==> config.mk <==
export PLATFORM = sky130hd
export DESIGN_NAME = mem_req_arbiter
export DESIGN_NICKNAME = d
export VERILOG_FILES = /design/src/rtl/mem_pkg.sv /design/src/rtl/rr_arbiter2.sv /design/src/rtl/mem_req_arbiter.sv
export SDC_FILE = /design/constraint.sdc
export NUM_CORES = 1
export LEC_CHECK = 0
export ABC_AREA = 1
export CORE_MARGIN = 2
export CORE_UTILIZATION = 39
export CTS_BUF_LIST = sky130_fd_sc_hd__clkbuf_4
export DETAILED_ROUTE_END_ITERATION = 8
export PLACE_DENSITY = 0.88
export SKIP_CTS_REPAIR_TIMING = 1
export SYNTH_ARGS = -nofsm -noshare
export SYNTH_HDL_FRONTEND = slang
export SYNTH_SLANG_ARGS = --single-unit
==> constraint.sdc <==
create_clock -name clk -period 4.2 [get_ports clk]
set_input_delay 0.84 -clock clk [delete_from_list [all_inputs] [get_ports clk]]
set_output_delay 0.84 -clock clk [all_outputs]
set_load 0.1 [all_outputs]
==> src/rtl/mem_pkg.sv <==
// Shared encodings for the SPI memory request arbiter.
package mem_pkg;

  localparam logic [1:0] SIZE_WORD = 2'b00;
  localparam logic [1:0] SIZE_BYTE = 2'b01;
  localparam logic [1:0] SIZE_HALF = 2'b10;
  localparam logic [1:0] SIZE_ILL  = 2'b11;

  localparam logic [31:0] TIMEOUT_DATA = 32'hDEAD_BEEF;

  typedef enum logic [2:0] {
    ST_IDLE,
    ST_ISSUE,
    ST_WAIT,
    ST_RESP,
    ST_GAP
  } state_e;

  typedef enum logic {
    GNT_IF = 1'b0,
    GNT_LS = 1'b1
  } gnt_e;

  function automatic logic size_legal(input logic [1:0] s);
    return s != SIZE_ILL;
  endfunction

endpackage

==> src/rtl/rr_arbiter2.sv <==
// Two-requester round-robin arbiter; last_grant moves on every accepted grant.
module rr_arbiter2
  import mem_pkg::*;
(
  input  logic clk,
  input  logic reset,
  input  logic req_if,
  input  logic req_ls,
  input  logic advance,
  output logic grant_valid,
  output logic grant,
  output logic last_grant
);

  logic last_q;
  logic last_d;

  always_comb begin
    grant_valid = req_if | req_ls;
    if (req_if && req_ls) begin
      grant = (last_q == GNT_LS) ? GNT_IF : GNT_LS;
    end else begin
      grant = req_ls ? GNT_LS : GNT_IF;
    end
    last_d = (advance && grant_valid) ? grant : last_q;
  end

  always_ff @(posedge clk or posedge reset) begin
    if (reset) last_q <= GNT_LS;
    else       last_q <= last_d;
  end

  assign last_grant = last_q;

endmodule

==> src/rtl/mem_req_arbiter.sv <==
// Fetch vs load/store arbiter in front of the SPI memory controller.
// Define MEM_TIMEOUT_EN to add the WAIT-state watchdog.
module mem_req_arbiter
  import mem_pkg::*;
#(
  parameter int ADDR_W         = 24,
  parameter int DATA_W         = 32,
  parameter int GAP_CYCLES     = 2,
  parameter int TIMEOUT_CYCLES = 4096
) (
  input  logic              clk,
  input  logic              reset,
  input  logic              if_req,
  input  logic [ADDR_W-1:0] if_addr,
  output logic              if_ready,
  output logic [DATA_W-1:0] if_rdata,
  input  logic              ls_req,
  input  logic              ls_we,
  input  logic [ADDR_W-1:0] ls_addr,
  input  logic [DATA_W-1:0] ls_wdata,
  input  logic [1:0]        ls_size,
  output logic              ls_ready,
  output logic [DATA_W-1:0] ls_rdata,
  output logic              ls_err,
  output logic [ADDR_W-1:0] mc_addr,
  output logic              mc_we,
  output logic [DATA_W-1:0] mc_data_in,
  output logic [1:0]        mc_instr_mode,
  output logic              mc_enable,
  input  logic [DATA_W-1:0] mc_data_out,
  input  logic              mc_op_r
);

  localparam int GW = $clog2(GAP_CYCLES + 1);
  localparam bit CFG_OK = (GAP_CYCLES >= 1) && (TIMEOUT_CYCLES >= 1);

  state_e state_q, state_d;
  logic   grant_valid, grant, gnt;
  logic   advance;

  logic [ADDR_W-1:0] addr_q, addr_d;
  logic              we_q, we_d;
  logic [DATA_W-1:0] din_q, din_d;
  logic [1:0]        mode_q, mode_d;
  logic [DATA_W-1:0] if_rdata_q, if_rdata_d;
  logic [DATA_W-1:0] ls_rdata_q, ls_rdata_d;
  logic              err_q, err_d;
  logic              op_r_q, op_r_d;
  logic [GW-1:0]     gap_q, gap_d;

`ifdef MEM_TIMEOUT_EN
  localparam int TW = $clog2(TIMEOUT_CYCLES + 1);
  logic [TW-1:0] tmo_q, tmo_d;
`endif

  assign advance = (state_q == ST_IDLE);

  rr_arbiter2 u_arb (
    .clk         (clk),
    .reset       (reset),
    .req_if      (if_req),
    .req_ls      (ls_req),
    .advance     (advance),
    .grant_valid (grant_valid),
    .grant       (grant),
    .last_grant  (gnt)
  );

  always_comb begin
    state_d    = state_q;
    addr_d     = addr_q;
    we_d       = we_q;
    din_d      = din_q;
    mode_d     = mode_q;
    if_rdata_d = if_rdata_q;
    ls_rdata_d = ls_rdata_q;
    err_d      = err_q;
    gap_d      = gap_q;
`ifdef MEM_TIMEOUT_EN
    tmo_d      = tmo_q;
`endif
    unique case (state_q)
      ST_IDLE: begin
        if (grant_valid) begin
          err_d = 1'b0;
          if (grant == GNT_IF) begin
            addr_d  = if_addr;
            we_d    = 1'b0;
            din_d   = '0;
            mode_d  = SIZE_WORD;
            state_d = ST_ISSUE;
          end else begin
            addr_d = ls_addr;
            we_d   = ls_we;
            din_d  = ls_wdata;
            mode_d = ls_size;
            // Illegal size never reaches the controller.
            if (size_legal(ls_size)) begin
              state_d = ST_ISSUE;
            end else begin
              err_d      = 1'b1;
              ls_rdata_d = '0;
              state_d    = ST_RESP;
            end
          end
        end
      end
      ST_ISSUE: begin
        state_d = ST_WAIT;
`ifdef MEM_TIMEOUT_EN
        tmo_d   = '0;
`endif
      end
      ST_WAIT: begin
        if (mc_op_r && !op_r_q) begin
          state_d = ST_RESP;
          if (gnt == GNT_IF) if_rdata_d = mc_data_out;
          else ls_rdata_d = we_q ? '0 : mc_data_out;
        end
`ifdef MEM_TIMEOUT_EN
        else if (tmo_q == TW'(TIMEOUT_CYCLES - 1)) begin
          state_d = ST_RESP;
          if (gnt == GNT_IF) begin
            if_rdata_d = DATA_W'(TIMEOUT_DATA);
          end else begin
            ls_rdata_d = DATA_W'(TIMEOUT_DATA);
            err_d      = 1'b1;
          end
        end else begin
          tmo_d = tmo_q + 1'b1;
        end
`endif
      end
      ST_RESP: begin
        state_d = ST_GAP;
        gap_d   = '0;
      end
      ST_GAP: begin
        if (gap_q == GW'(GAP_CYCLES - 1)) state_d = ST_IDLE;
        else gap_d = gap_q + 1'b1;
      end
      default: state_d = ST_IDLE;
    endcase
    // A level still high from the last transfer must not look like an edge.
    op_r_d = (state_d == ST_ISSUE) ? 1'b0 : mc_op_r;
  end

  always_ff @(posedge clk or posedge reset) begin
    if (reset) begin
      state_q    <= ST_IDLE;
      addr_q     <= '0;
      we_q       <= 1'b0;
      din_q      <= '0;
      mode_q     <= '0;
      if_rdata_q <= '0;
      ls_rdata_q <= '0;
      err_q      <= 1'b0;
      op_r_q     <= 1'b0;
      gap_q      <= '0;
    end else begin
      state_q    <= state_d;
      addr_q     <= addr_d;
      we_q       <= we_d;
      din_q      <= din_d;
      mode_q     <= mode_d;
      if_rdata_q <= if_rdata_d;
      ls_rdata_q <= ls_rdata_d;
      err_q      <= err_d;
      op_r_q     <= op_r_d;
      gap_q      <= gap_d;
    end
  end

`ifdef MEM_TIMEOUT_EN
  always_ff @(posedge clk or posedge reset) begin
    if (reset) tmo_q <= '0;
    else       tmo_q <= tmo_d;
  end
`endif

  assign mc_addr       = addr_q;
  assign mc_we         = we_q;
  assign mc_data_in    = din_q;
  assign mc_instr_mode = mode_q;
  assign mc_enable     = (state_q == ST_ISSUE) || (state_q == ST_WAIT);
  assign if_ready      = (state_q == ST_RESP) && (gnt == GNT_IF);
  assign ls_ready      = (state_q == ST_RESP) && (gnt == GNT_LS);
  assign ls_err        = ls_ready && err_q;
  assign if_rdata      = if_rdata_q;
  assign ls_rdata      = ls_rdata_q;

  logic busy;
  assign busy = (state_q == ST_ISSUE) || (state_q == ST_WAIT) ||
                (state_q == ST_RESP);

  a_cfg: assert property (@(posedge clk) CFG_OK)
    else $error("mem_req_arbiter: bad GAP/TIMEOUT configuration");
  a_if_hold: assert property (@(posedge clk) disable iff (reset)
    (busy && gnt == GNT_IF) |-> if_req)
    else $error("if_req dropped before if_ready");
  a_ls_hold: assert property (@(posedge clk) disable iff (reset)
    (busy && gnt == GNT_LS) |-> ls_req)
    else $error("ls_req dropped before ls_ready");

endmodule

# --- After elaboration in Yosys (flattened, before gate mapping) ---
# Index checks and enable logic that the tools add are counted.
# W data, S select, Z words.
op_classes:
  add_sub_neg: 1
  eq_ne: 13
  mux: 25
  bitwise_logic: 2
  n_reduce_logical: 15
ops:
  columns: ["op", "count"]
  rows:
  - ["$mux W32", 7]
  - ["$pmux W32 S2", 1]
  - ["$mux W24", 1]
  - ["$pmux W3 S5", 1]
  - ["$ne A2 B2 Y1 const B", 6]
  - ["$mux W3", 3]
  - ["$mux W2", 4]
  - ["$mux W1", 7]
  - ["$eq A3 B1 Y1 const B", 2]
  - ["$eq A3 B2 Y1 const B", 2]
  - ["$logic_and A1 B1 Y1", 6]
  - ["$reduce_and A6 Y1", 1]
  - ["$pmux W2 S2", 1]
  - ["$reduce_and A2 Y1", 2]
  - ["$reduce_bool A2 Y1", 2]
  - ["$eq A3 B3 Y1 const B", 1]
  - ["$logic_not A3 Y1", 1]
  - ["$reduce_and A3 Y1", 1]
  - ["$add A2 B1 Y2 const B", 1]
  - ["$eq A2 B1 Y1 const B", 1]
  - ["$ne A2 B1 Y1 const B", 1]
  - ["$logic_not A1 Y1", 1]
  - ["$logic_or A1 B1 Y1", 1]
  - ["$not A1 Y1", 1]
  - ["$or A1 B1 Y1", 1]
totals:
  reg_bits: 131
  input_bits: 120
  output_inout_bits: 127
  wordCells: 67

# --- Depth between registers and ports, before layout ---
logic_depth:
  word_depth: 7
  depth_mapped: 8
  mapped_depth_nobuf: 7

# --- By module ---
# Synthesis repeated with hierarchy kept, for this count alone.
unflattened:
  cells_unflattened: 692
  area_unflattened_um2: 5783.0
modules_own_cells:
  columns: ["module", "n_inst", "cells_each", "area_each_um2", "seq_area_each_um2"]
  rows:
  - ["mem_req_arbiter", 1, 683, 5718.0, 3253.1]
  - ["rr_arbiter2", 1, 9, 65.1, 26.3]

# --- Worst setup path after synthesis ---
# No wires, ideal clock.
synth_timing:
  path_type: "register to output"
  startpoint: "reg state_q[0]"
  endpoint: "out ls_err"
  arrival_time_ns: 2.693
  required_time_ns: 3.360
  setup_slack_ns: 0.667
  stages_incl_launch_ff: 5
  path_buffers: 0
  path_cell_list: "dfrtp_1 nand2_1 nor2_1 inv_1 nor3_1"
synth_between:
  elab_chain_len: 3
synth_lines:
  columns: ["item", "line_no", "source"]
  rows:
  - ["from (decl)", "mem_req_arbiter.sv:37", "state_e state_q, state_d;"]
  - ["from (signal assigned)", "mem_req_arbiter.sv:161", "state_q <= state_d;"]
  - ["$eq A3 B2 Y1", "mem_req_arbiter.sv:187", "assign ls_ready = (state_q == ST_RESP) && (gnt == GNT_LS);"]
  - ["$logic_and A1 B1 Y1", "mem_req_arbiter.sv:187", null]
  - ["$logic_and A1 B1 Y1", "mem_req_arbiter.sv:188", "assign ls_err = ls_ready && err_q;"]
  - ["to (decl)", "mem_req_arbiter.sv:24", "output logic ls_err,"]
# Every way passes these cells.

# --- Final worst setup path ---
layout_timing:
  startpoint: "reg state_q[0]"
  endpoint: "out if_ready"
layout_between:
  elab_chain_len: 2
layout_lines:
  columns: ["item", "line_no", "source"]
  rows:
  - ["$eq A3 B2 Y1", "mem_req_arbiter.sv:186", "assign if_ready = (state_q == ST_RESP) && (gnt == GNT_IF);"]
  - ["$logic_and A1 B1 Y1", "mem_req_arbiter.sv:186", null]
  - ["to (decl)", "mem_req_arbiter.sv:15", "output logic if_ready,"]
# Every way passes these cells.

==> summary.txt <==
Layout
  – Final-layout fill cell count: 1157
  – Area grow syn2layout: 51.53%
  – Final-stage net count: 1006
  – Final antenna diode count: 0
  – Layout cells sized above 1: 5.345%

Logic synthesis
  – Async S/R FF share, synth: 100.0%
  – Post-synth top area share: 59.25%
  – Sequential element share of the synthesized area: 59.73%
  – Biggest area consumer among synthesized cells: dfrtp_1
  – Cell with the most instances after synthesis: nand2_1
  – Number of flops mapped to enable cells by yosys: 0
  – Post-Synthesis Cells: 651
  – Synth Area per Inst: 8.434 sq um
  – Synth Cell Area: 5490 sq um
  – Number of distinct library cells after synthesis: 20
  – Synthesis Warnings: 0
  – Post-synth net total: 772
  – Cells taking the most area after synthesis: dfrtp_1 (59%), nand2_1 (14%), nand3_1 (6.6%), o21ai_1 (5.0%), nor2_1 (4.4%)
  – Yosys reg bits: 131
  – Post-synth top flop: dfrtp_1
  – Synth top cells by count: nand2_1 (201), dfrtp_1 (130), nand3_1 (72), nor2_1 (64), o21ai_1 (55)

CTS
  – CTS tree: done
  – Clock slew at reported path FFs: 0.10 ns
  – CTS Buf Count: 17
  – Skew-Pair Late Insertion Delay: 0.54 ns
  – Deepest clock path buffer count: 2
  – Clk sinks: 131
  – # H-tree levels: 4
  – CTS Root Cell: clkbuf_4

Global routing
  – Largest net degree at the start of global routing: 76
  – Number of antenna violations at the first check in global routing: 0
  – GRT overflow: 0
  – GRT Total Usage: 21.14%
  – First-pass GRT wire length: 24390 um
  – Vias in the first global route: 4868

Worst setup path
  – Max FO, Critical Path: 5
  – Startpoint Class: register
  – Kind of critical path: reg2out
  – Largest stage delay, worst path: 1.17 ns
  – Slowest cell on crit path: clkdlybuf4s50_1
  – Crit path cell chain: nand2_1 > nor2_1 > inv_1 > nor2_1 > clkdlybuf4s50_1
  – CP Buf/Inv Count: 2
  – CP arrival: 2.57 ns
  – Crit-path leading delay family: buffers and inverters
  – Worst setup EP type: output port
  – Critical path data required time: 3.36 ns
  – Most numerous cell on the critical path: nor2_1

Outcome
  – Status: completed

Timing
  – Fin crit share: 81.17%
  – Final Max Slew Viols: 0
  – Final Hold Vio Count: 0
  – RSZ-0062 raised after global routing: false
  – FMAX: 0.2933 GHz
  – Setup TNS: 0 ns
  – Final min period: 3.409 ns
  – Max-Slew Margin vs Limit: 25.32%
  – Final setup fails: 0
  – Slew @ Worst Pin: 1.117 ns
  – Clock Skew: 0.01496 ns

Place
  – GPL Wtd Cong: 0.8265
  – Detailed placement HPWL: 11070 um
  – I/O Buffers: 246

Run
  – Max_cap viols: 0

Route
  – Drt total wl: 15700 um
  – Avg WL per Cell: 14.57 um
  – 1st-iter DRT viols: 474
  – Wl on met1: 6563 um
  – Top layer used by detailed routing: met4
  – Final ANT Viol Nets: 0
  – DRC viols: 0
  – Metal2 WL: 7495 um
  – Vias: 5174
  – Avg Vias per Cell: 4.800
  – 1st-pass router iterations: 5
  – Met3 WL: 1198 um

Floorplan
  – FP Rows: 43
  – Die area: 15040 sq um
  – Die X: 122.7 um
  – Starting Density: 39.71%
  – IO Count: 247
  – Core Area: 13830 sq um
  – Die Ht: 122.7 um

Hold path
  – HP Class: reg2reg
==> cell families after synthesis <==
logic type,count (synthesis),share of synthesized area (%)
AOI/OAI and AO/OA,85,7.748
adders and majority gates,1,0.2279
buffers and inverters,88,6.381
DFF,131,59.73
and+or+nand+nor,346,25.91
==> stage by stage <==
stage | cell area, sq um | util (%) | hold WS (ns) | cells | setup WS [ns]
floorplan | 5494 | - | 0.4530 | 651 | 0.6673
global placement | 8083 | 58.46 | 0.4622 | 1046 | 1.312
detailed placement | 8083 | 58.46 | 0.4644 | 1046 | 1.208
CTS | 8319 | 60.17 | 0.4899 | 1078 | 0.7406
global route | 8319 | 60.17 | 0.5025 | 1078 | 0.6444
finish | 8319 | 60.17 | 0.4874 | 1078 | 0.7911
==> per-layer routing <==
| metal | vias up | GRT usage, % |
|---|---|---|
| li1 | 2524 | - |
| met2 | 204 | 33.33 |
| met3 | 36 | 7.574 |
| met1 | 2410 | 26.24 |
| met5 | - | 0 |
| met4 | 0 | 9.052 |
==> worst min-delay path, cell delays in order, from the launching register on <==
cell	delay, ns
dfrtp_1	0.35
nand2_1	0.05
nand2_1	0.06
==> registers in the layout, summed over array words and instances (netlist names), 2 cells and up <==
| name | count |
|---|---|
| gap_q | 2 |
| mc_addr | 24 |
| ls_rdata | 32 |
| mc_instr_mode | 2 |
| if_rdata | 32 |
| mc_data_in | 32 |
| state_q | 3 |
==> final cells by class <==
cell class | instances | area [sq um] | area share [%]
clock inverters | 13 | 93.84 | 1.128
repair buffers | 252 | 2517 | 30.26
clock buffers | 19 | 142.6 | 1.715
well taps | 180 | 225.2 | 2.707
flip-flops and latches | 131 | 3279 | 39.42
inverters | 51 | 195.2 | 2.346
multi-input cells | 432 | 1866 | 22.42
==> cell usage in the layout, fill, tap and decap left out <==
cell type,synthesis,final
o21ai_0,30,30
nor3_2,1,1
nand3_2,1,2
nor2_4,1,1
clkinvlp_4,0,5
ha_1,1,1
inv_2,3,3
nand2_2,4,4
clkinv_1,0,5
clkinv_2,0,3
buf_4,3,6
o21ai_1,55,55
dfstp_2,1,1
clkbuf_4,0,19
clkdlybuf4s50_1,0,245
buf_12,0,1
nor2_1,64,64
bufinv_16,0,1
nand2_1,201,201
inv_1,48,47
nor2_2,1,1
nand3_1,72,71
nor3_1,1,1
dfrtp_1,130,130
==> worst paths after layout <==
path / from / end / slack, ns / cells past startpoint
max reg2reg: state_q[0]$_DFF_PP0_ / ls_rdata[16]$_DFFE_PP0P_ / 1.85 / 7
min in group asynchronous: reset / if_rdata[21]$_DFFE_PP0P_ / 0.75 / 3
max: state_q[0]$_DFF_PP0_ / if_ready / 0.79 / 5
min reg2reg: mc_data_in[7]$_DFFE_PP0P_ / mc_data_in[7]$_DFFE_PP0P_ / 0.49 / 2
max in group asynchronous: reset / mc_data_in[10]$_DFFE_PP0P_ / 2.80 / 3
min: mc_data_in[7]$_DFFE_PP0P_ / mc_data_in[7]$_DFFE_PP0P_ / 0.49 / 2
Power is left out: the tool's default activity adds up to more than one toggle a clock period on the data nets, which glitch-free logic cannot reach.
